$ cat src/rtl/fp32_pkg.sv
// Shared FP32 definitions for the sequential add/sub unit: field widths,
// FSM state encoding, field extraction and the zero-operand predicate.
package fp32_pkg;

  localparam int DATA_WIDTH         = 32;
  localparam int EXP_WIDTH          = 8;
  localparam int SIGNIFICANDS_WIDTH = 23;
  localparam int ADDER_WIDTH        = 25;
  localparam logic [EXP_WIDTH-1:0] EXP_MAX = 8'd255;

  typedef enum logic [2:0] {
    S_IDLE,
    S_ALIGN,
    S_ADD,
    S_NORM,
    S_DONE
  } state_e;

  function automatic logic fp_sign(input logic [DATA_WIDTH-1:0] x);
    return x[DATA_WIDTH-1];
  endfunction

  function automatic logic [EXP_WIDTH-1:0] fp_exp(input logic [DATA_WIDTH-1:0] x);
    return x[DATA_WIDTH-2 -: EXP_WIDTH];
  endfunction

  function automatic logic [SIGNIFICANDS_WIDTH-1:0] fp_frac(input logic [DATA_WIDTH-1:0] x);
    return x[SIGNIFICANDS_WIDTH-1:0];
  endfunction

  // Exponent field 0 means zero: denormals are flushed.
  function automatic logic fp_is_zero(input logic [DATA_WIDTH-1:0] x);
    return fp_exp(x) == '0;
  endfunction

endpackage

$ cat src/rtl/fp_align_shift.sv
// Alignment shifter: moves the smaller significand right by the exponent
// difference. Bits shifted out are truncated; a difference of WIDTH or more
// yields zero.
module fp_align_shift #(
  parameter int WIDTH   = 24,
  parameter int SHIFT_W = 8
) (
  input  logic [WIDTH-1:0]   sig_i,
  input  logic [SHIFT_W-1:0] shift_i,
  output logic [WIDTH-1:0]   sig_o
);

  assign sig_o = (shift_i >= SHIFT_W'(WIDTH)) ? '0 : (sig_i >> shift_i);

endmodule

$ cat src/rtl/fp_addsub_seq.sv
// Sequential FP32 adder/subtractor. An FSM steps through alignment, one
// shared significand add/subtract and a one-bit-per-cycle normalizer,
// trading latency for area. Truncating, no NaN/Inf input handling.
// Optional build macro FP_STATUS_EN adds status = {overflow, underflow, zero}.
module fp_addsub_seq #(
  parameter int DATA_WIDTH         = fp32_pkg::DATA_WIDTH,
  parameter int EXP_WIDTH          = fp32_pkg::EXP_WIDTH,
  parameter int SIGNIFICANDS_WIDTH = fp32_pkg::SIGNIFICANDS_WIDTH,
  parameter int ADDER_WIDTH        = fp32_pkg::ADDER_WIDTH
) (
  input  logic                  clk,
  input  logic                  rst,
  input  logic                  in_valid,
  output logic                  in_ready,
  input  logic [DATA_WIDTH-1:0] op_a,
  input  logic [DATA_WIDTH-1:0] op_b,
  input  logic                  op_sub,
  output logic                  out_valid,
  input  logic                  out_ready,
  output logic [DATA_WIDTH-1:0] result,
  output logic                  busy
`ifdef FP_STATUS_EN
  ,
  output logic [2:0]            status
`endif
);

  import fp32_pkg::*;

  localparam int MW = SIGNIFICANDS_WIDTH + 1;  // hidden bit + fraction

  state_e                        state_q;
  logic [DATA_WIDTH-1:0]         op_a_q, op_b_q;
  logic                          sign_q, eff_sub_q;
  logic [EXP_WIDTH-1:0]          exp_q;
  logic [MW-1:0]                 ml_q, ms_q;
  logic [ADDER_WIDTH-1:0]        sum_q;
  logic [4:0]                    cnt_q;
  logic [DATA_WIDTH-1:0]         result_q;
  logic                          out_valid_q, in_ready_q, busy_q;
`ifdef FP_STATUS_EN
  logic [2:0]                    status_q;
`endif

  // Effective B: subtraction is folded into B's sign at capture.
  logic [DATA_WIDTH-1:0] b_eff;
  assign b_eff = {fp_sign(op_b) ^ op_sub, op_b[DATA_WIDTH-2:0]};

  // Operand ordering: larger magnitude becomes L; an exact tie keeps A as L.
  logic                  swap;
  logic [DATA_WIDTH-1:0] l_op, s_op;
  logic [EXP_WIDTH-1:0]  diff;
  logic [MW-1:0]         ms_d;
  assign swap = op_b_q[DATA_WIDTH-2:0] > op_a_q[DATA_WIDTH-2:0];
  assign l_op = swap ? op_b_q : op_a_q;
  assign s_op = swap ? op_a_q : op_b_q;
  assign diff = fp_exp(l_op) - fp_exp(s_op);

  fp_align_shift #(
    .WIDTH   (MW),
    .SHIFT_W (EXP_WIDTH)
  ) u_align (
    .sig_i   ({1'b1, fp_frac(s_op)}),
    .shift_i (diff),
    .sig_o   (ms_d)
  );

  // The single significand adder; L >= S so subtraction never goes negative.
  logic [ADDER_WIDTH-1:0] sum_d;
  assign sum_d = eff_sub_q ? ({1'b0, ml_q} - {1'b0, ms_q})
                           : ({1'b0, ml_q} + {1'b0, ms_q});

  // Normalizer helpers for the current NORM cycle.
  logic [SIGNIFICANDS_WIDTH-1:0] frac_shl;
  logic [EXP_WIDTH-1:0]          exp_inc, exp_dec;
  assign frac_shl = {sum_q[SIGNIFICANDS_WIDTH-2:0], 1'b0};
  assign exp_inc  = exp_q + 1'b1;
  assign exp_dec  = exp_q - 1'b1;

  // Control FSM plus datapath registers; all outputs are registered here.
  // NOTE: every register in this block uses <= so each branch sees the values
  // from before the edge, regardless of statement order.
  always_ff @(posedge clk) begin
    if (rst) begin
      // NOTE: only control state and visible outputs are reset; datapath
      // registers are always written before they are read.
      state_q     <= S_IDLE;
      in_ready_q  <= 1'b1;
      out_valid_q <= 1'b0;
      busy_q      <= 1'b0;
      result_q    <= '0;
`ifdef FP_STATUS_EN
      status_q    <= '0;
`endif
    end else begin
      unique case (state_q)
        S_IDLE: begin
          if (in_valid) begin
            op_a_q     <= op_a;
            op_b_q     <= b_eff;
            in_ready_q <= 1'b0;
            busy_q     <= 1'b1;
            if (fp_is_zero(op_a) || fp_is_zero(op_b)) begin
              result_q    <= fp_is_zero(op_a) ? b_eff : op_a;
              out_valid_q <= 1'b1;
              state_q     <= S_DONE;
`ifdef FP_STATUS_EN
              status_q    <= {2'b00, fp_is_zero(op_a) && fp_is_zero(op_b)};
`endif
            end else begin
              state_q <= S_ALIGN;
            end
          end
        end

        S_ALIGN: begin
          sign_q    <= fp_sign(l_op);
          eff_sub_q <= fp_sign(l_op) ^ fp_sign(s_op);
          exp_q     <= fp_exp(l_op);
          ml_q      <= {1'b1, fp_frac(l_op)};
          ms_q      <= ms_d;
          state_q   <= S_ADD;
        end

        S_ADD: begin
          if (sum_d == '0) begin
            result_q    <= '0;
            out_valid_q <= 1'b1;
            state_q     <= S_DONE;
`ifdef FP_STATUS_EN
            status_q    <= 3'b001;
`endif
          end else begin
            sum_q   <= sum_d;
            cnt_q   <= '0;
            state_q <= S_NORM;
          end
        end

        S_NORM: begin
          if (sum_q[ADDER_WIDTH-1]) begin
            out_valid_q <= 1'b1;
            state_q     <= S_DONE;
            if (exp_q >= EXP_MAX - 1'b1) begin
              result_q <= {sign_q, EXP_MAX, {SIGNIFICANDS_WIDTH{1'b0}}};
`ifdef FP_STATUS_EN
              status_q <= 3'b100;
`endif
            end else begin
              result_q <= {sign_q, exp_inc, sum_q[SIGNIFICANDS_WIDTH:1]};
            end
          end else if (sum_q[SIGNIFICANDS_WIDTH]) begin
            result_q    <= {sign_q, exp_q, sum_q[SIGNIFICANDS_WIDTH-1:0]};
            out_valid_q <= 1'b1;
            state_q     <= S_DONE;
          end else if (exp_q <= 1) begin
            // One more left shift would take the exponent to 0: flush.
            result_q    <= {sign_q, {(DATA_WIDTH-1){1'b0}}};
            out_valid_q <= 1'b1;
            state_q     <= S_DONE;
`ifdef FP_STATUS_EN
            status_q    <= 3'b011;
`endif
          end else begin
            sum_q <= {sum_q[ADDER_WIDTH-2:0], 1'b0};
            exp_q <= exp_dec;
            cnt_q <= cnt_q + 1'b1;
            // Finish on the shift that brings the leading one to the hidden
            // position, so k shifts cost exactly k NORM cycles.
            if (sum_q[SIGNIFICANDS_WIDTH-1] || cnt_q == 5'd22) begin
              result_q    <= {sign_q, exp_dec, frac_shl};
              out_valid_q <= 1'b1;
              state_q     <= S_DONE;
            end
          end
        end

        S_DONE: begin
          if (out_ready) begin
            out_valid_q <= 1'b0;
            in_ready_q  <= 1'b1;
            busy_q      <= 1'b0;
            state_q     <= S_IDLE;
`ifdef FP_STATUS_EN
            status_q    <= '0;
`endif
          end
        end

        default: state_q <= S_IDLE;
      endcase
    end
  end

  assign in_ready  = in_ready_q;
  assign out_valid = out_valid_q;
  assign result    = result_q;
  assign busy      = busy_q;
`ifdef FP_STATUS_EN
  assign status    = status_q;
`endif

endmodule

$ cat config.mk
export PLATFORM = sky130hd
export DESIGN_NAME = fp_addsub_seq
export DESIGN_NICKNAME = d
export VERILOG_FILES = /design/src/rtl/fp32_pkg.sv /design/src/rtl/fp_align_shift.sv /design/src/rtl/fp_addsub_seq.sv
export SDC_FILE = /design/constraint.sdc
export NUM_CORES = 1
export LEC_CHECK = 0
export ABC_AREA = 1
export CAP_MARGIN = 5
export CORE_ASPECT_RATIO = 1.25
export CORE_MARGIN = 1
export CORE_UTILIZATION = 48
export CTS_CLUSTER_DIAMETER = 120
export DETAILED_ROUTE_END_ITERATION = 8
export PLACE_DENSITY_LB_ADDON = 0.15
export SYNTH_ARGS = -nofsm -noshare
export SYNTH_HDL_FRONTEND = slang
export SYNTH_HIERARCHICAL = 1
export SYNTH_SLANG_ARGS = --single-unit
$ cat constraint.sdc
create_clock -name clk -period 4.6 [get_ports clk]
set_clock_uncertainty 0.1 [all_clocks]
set_input_delay 0.92 -clock clk [delete_from_list [all_inputs] [get_ports clk]]
set_output_delay 0.92 -clock clk [all_outputs]
set_load 0.02 [all_outputs]
==> results.md <==
- Wire length per cell: 19.2 µm
- Total CTS buffers: 17
- Ys async rst share: 0
- Nets: 2110
- Post-synth top area cell: edfxtp_1
- CP Capture Type: register
- Worst min-delay path category: reg -> reg
- DRC: 0
- Most common cell after layout, fill and taps aside: nand2_1
- DP Cell Count: approximately 2300
- I/O Buffers: about 100
- Min Tclk post-route: ~4.4 ns
- Gr usage total: 0.310
- Post-Syn Area: between 10000 and 15000 µm²
- Hold Crit Endpoint: result[19]
- # diodes: 0
- Die ar.: slightly below 30000 µm²
- Critical Path Most Common Cell: nand2_1
- Max Root-Sink Buffers: 2
- F_max: 228 MHz
- First-pass DRT Iterations: 6
- Vias/cell: around 5.7
- Startpoint Class: register
- Vias in the first global route: roughly 12000
- DP HPWL: around 35000 µm
- Worst R2R Start: op_b_q[4]
- Worst Path Buf+Inv: 4
- Post-DRT Antenna Nets: 0
- Reg2Reg Depth: 23
- Synthesized area per cell: 7.33 µm²
- Post-synth EDFFs: ~150
- Arr. time, crit path: ~4.6 ns
- Pwr/cell area: roughly 590 nW/µm²
- Final GP Congestion: 1.03
- Filler Cell Count: 2667
- # hold bufs at CTS: 0
- Detailed-route via count: approximately 13000
- R2R Path End: ms_q[19]
- Top_reg_cell synth: edfxtp_1
- Die W: about 150 µm
- Root buf cell: clkbuf_16
- Status: complete, no violations
- Num rows: slightly below 70
- Worst path cell trace: ha_1, nand2_1, nor4_2, nand4_1, buf_4, nand3_1, nand3_1, ha_1, inv_1, nand2_1, nand2_1, nand3_1, nand2_1, nand2_1, nor2_2, buf_12, nand3_1, nand3_1, nand2_1, a21boi_1, nand2_1, nor2_1, buf_4
- Final worst path period share: 0.954
- First-pass GRT wire length: 69000 µm
- CP required: ~4.8 ns
- Top delay family on crit path: simple AND/OR/NAND/NOR gates
- CTS H-Tree Depth: 4
- Worst path max stage delay: approximately 0.46 ns
- Non-Filler Instances: 2341
- Endpoints failing setup: 0
- Hold path start: result[19]
- Slew headroom: 0.337
- Clock latency at the later pin of the worst-skew pair: 0.45 ns
- Critical Path Fanout Max: 27
- Final-report hold violation count: 0
- Hold Path Stages: 2
- Synth top area cells: edfxtp_1 (33%), nand2_1 (12%), nand3_1 (8.6%)
- Layout cells sized above 1: 0.0829
- Leakage: 6.97 nW
- Critical path type: reg -> reg
- Worst path depth: 23
- DRT iter0 DRCs: about 1200
- Crit path max-delay cell type: edfxtp_1
- Worst vdd ir: 0.320 mV
- Initial core utilization: 0.493
- Synth top area share: 0.330
- FF+latch count, synth: ~190
- Netlist cell types: between 40 and 50
- CTS tree: yes
- Register area share after synthesis: 0.385
- CTS clock-pin slew for the worst setup and hold paths: 0.07 ns
- Mapped Cells: 1876
- Pin count of the biggest net entering global routing: 65
- Slew Viols, Final: 0
- DRT Wirelength: between 40000 and 50000 µm
- Max-cap violation count: 0
- Most frequent cells in the layout: nand2_1 (440), nand3_1 (235), inv_1 (219)
- I/O pin cnt: 104
- Grt total ovfl: 0
- Clock sink count: 189
- R2r setup slk: roughly 0.21 ns
- Layout area overhead: 16.4%
- Initial antenna violation count: 0
- Slew @ Worst Pin: approximately 0.99 ns
- Core box area: 27900 µm²
- Die height: between 150 and 200 µm
- Syn. warnings: 6
- Final hold slack: 0.363 ns
cell type report:
| type | instances | area (µm²) | share of cell area |
|---|---|---|---|
| Multi-Input combinational cell | 1374 | 7240 | 0.452 |
| Sequential cell | 189 | 5300 | 0.331 |
| Timing Repair Buffer | 167 | 1600 | 0.100 |
| Inverter | 229 | 860 | 0.0537 |
| Clock buffer | 19 | 443 | 0.0277 |
| Tap cell | 350 | 438 | 0.0274 |
| Clock inverter | 13 | 121 | 0.00759 |
stage by stage:
step           worst slack, ns  utilization  TNS [ns]  power [mW]  cell area [µm²]
6_report                 0.213        0.573         0        9.52            16000
5_1_grt                -0.0161        0.573    -0.102        10.2            16000
4_1_cts                 0.0845        0.569         0        9.41            15900
3_5_place_dp             0.110        0.549         0        7.93            15300
3_3_place_gp             0.211        0.549         0        7.90            15300
2_1_floorplan            0.243            -         0        6.17            13800
where the power goes:
part	total (mW)	internal [mW]	switching (mW)	leakage, nW
sequential	2.61	2.35	0.258	1.70
clock	1.47	0.730	0.736	0.272
combinational	5.44	1.92	3.52	5.00
total	9.52	5.00	4.52	6.97
tightest hold or removal path, delay by kind of cell (launching register included):
family / cells / cell delay, ns
flops: 1 / 0.31
simple gates: 1 / 0.06
compound gates: 1 / 0.05
synthesized netlist by cell type, drive strengths merged, types with 33 or more instances:
master  count
a21oi     106
buf        36
clkbuf     50
dfxtp      38
edfxtp    151
ha         62
inv       227
nand2     452
nand3     244
nand4      33
nor2      149
o21ai     194
worst max-delay path by stage:
stage / from / to / slack, ns
after global placement: op_b_q[4] / ms_q[19] / 0.21
final: op_b_q[4] / ms_q[19] / 0.21
after detailed placement: ms_q[0] / sum_q[7] / 0.11
after global routing: ms_q[1] / state_q[0] / -0.02
after CTS: ms_q[0] / sum_q[7] / 0.08
after floorplan: ms_q[0] / cnt_q[0] / 0.24
metal layers:
| metal | wire, µm | global-route usage | part of all wire |
|---|---|---|---|
| met4 | 1640 | 0.127 | 0.036 |
| met1 | 19500 | 0.401 | 0.43 |
| met3 | 2420 | 0.0329 | 0.054 |
| met2 | 21400 | 0.528 | 0.48 |
| met5 | 0 | 0 | 0 |
cell families after synthesis:
kind of cell	share of synthesized area
xor gates and xnor gates	0.0280
and+or+nand+nor	0.294
buffers and inverters	0.0954
AOI/OAI and AO/OA	0.139
other	0.000273
DFF	0.385
adders and majority gates	0.0579
registers in the layout (all words and copies together), names as in the netlist, 5 cells and up:
name    cells
exp_q       8
cnt_q       5
ms_q       24
op_a_q     32
ml_q       23
op_b_q     32
sum_q      25
result     32
timing repair:
item,CTS,global route
buffers inserted,0,3
setup endpoints to repair,0,70
resized for setup,0,21
(Power assumes the default switching activity.)
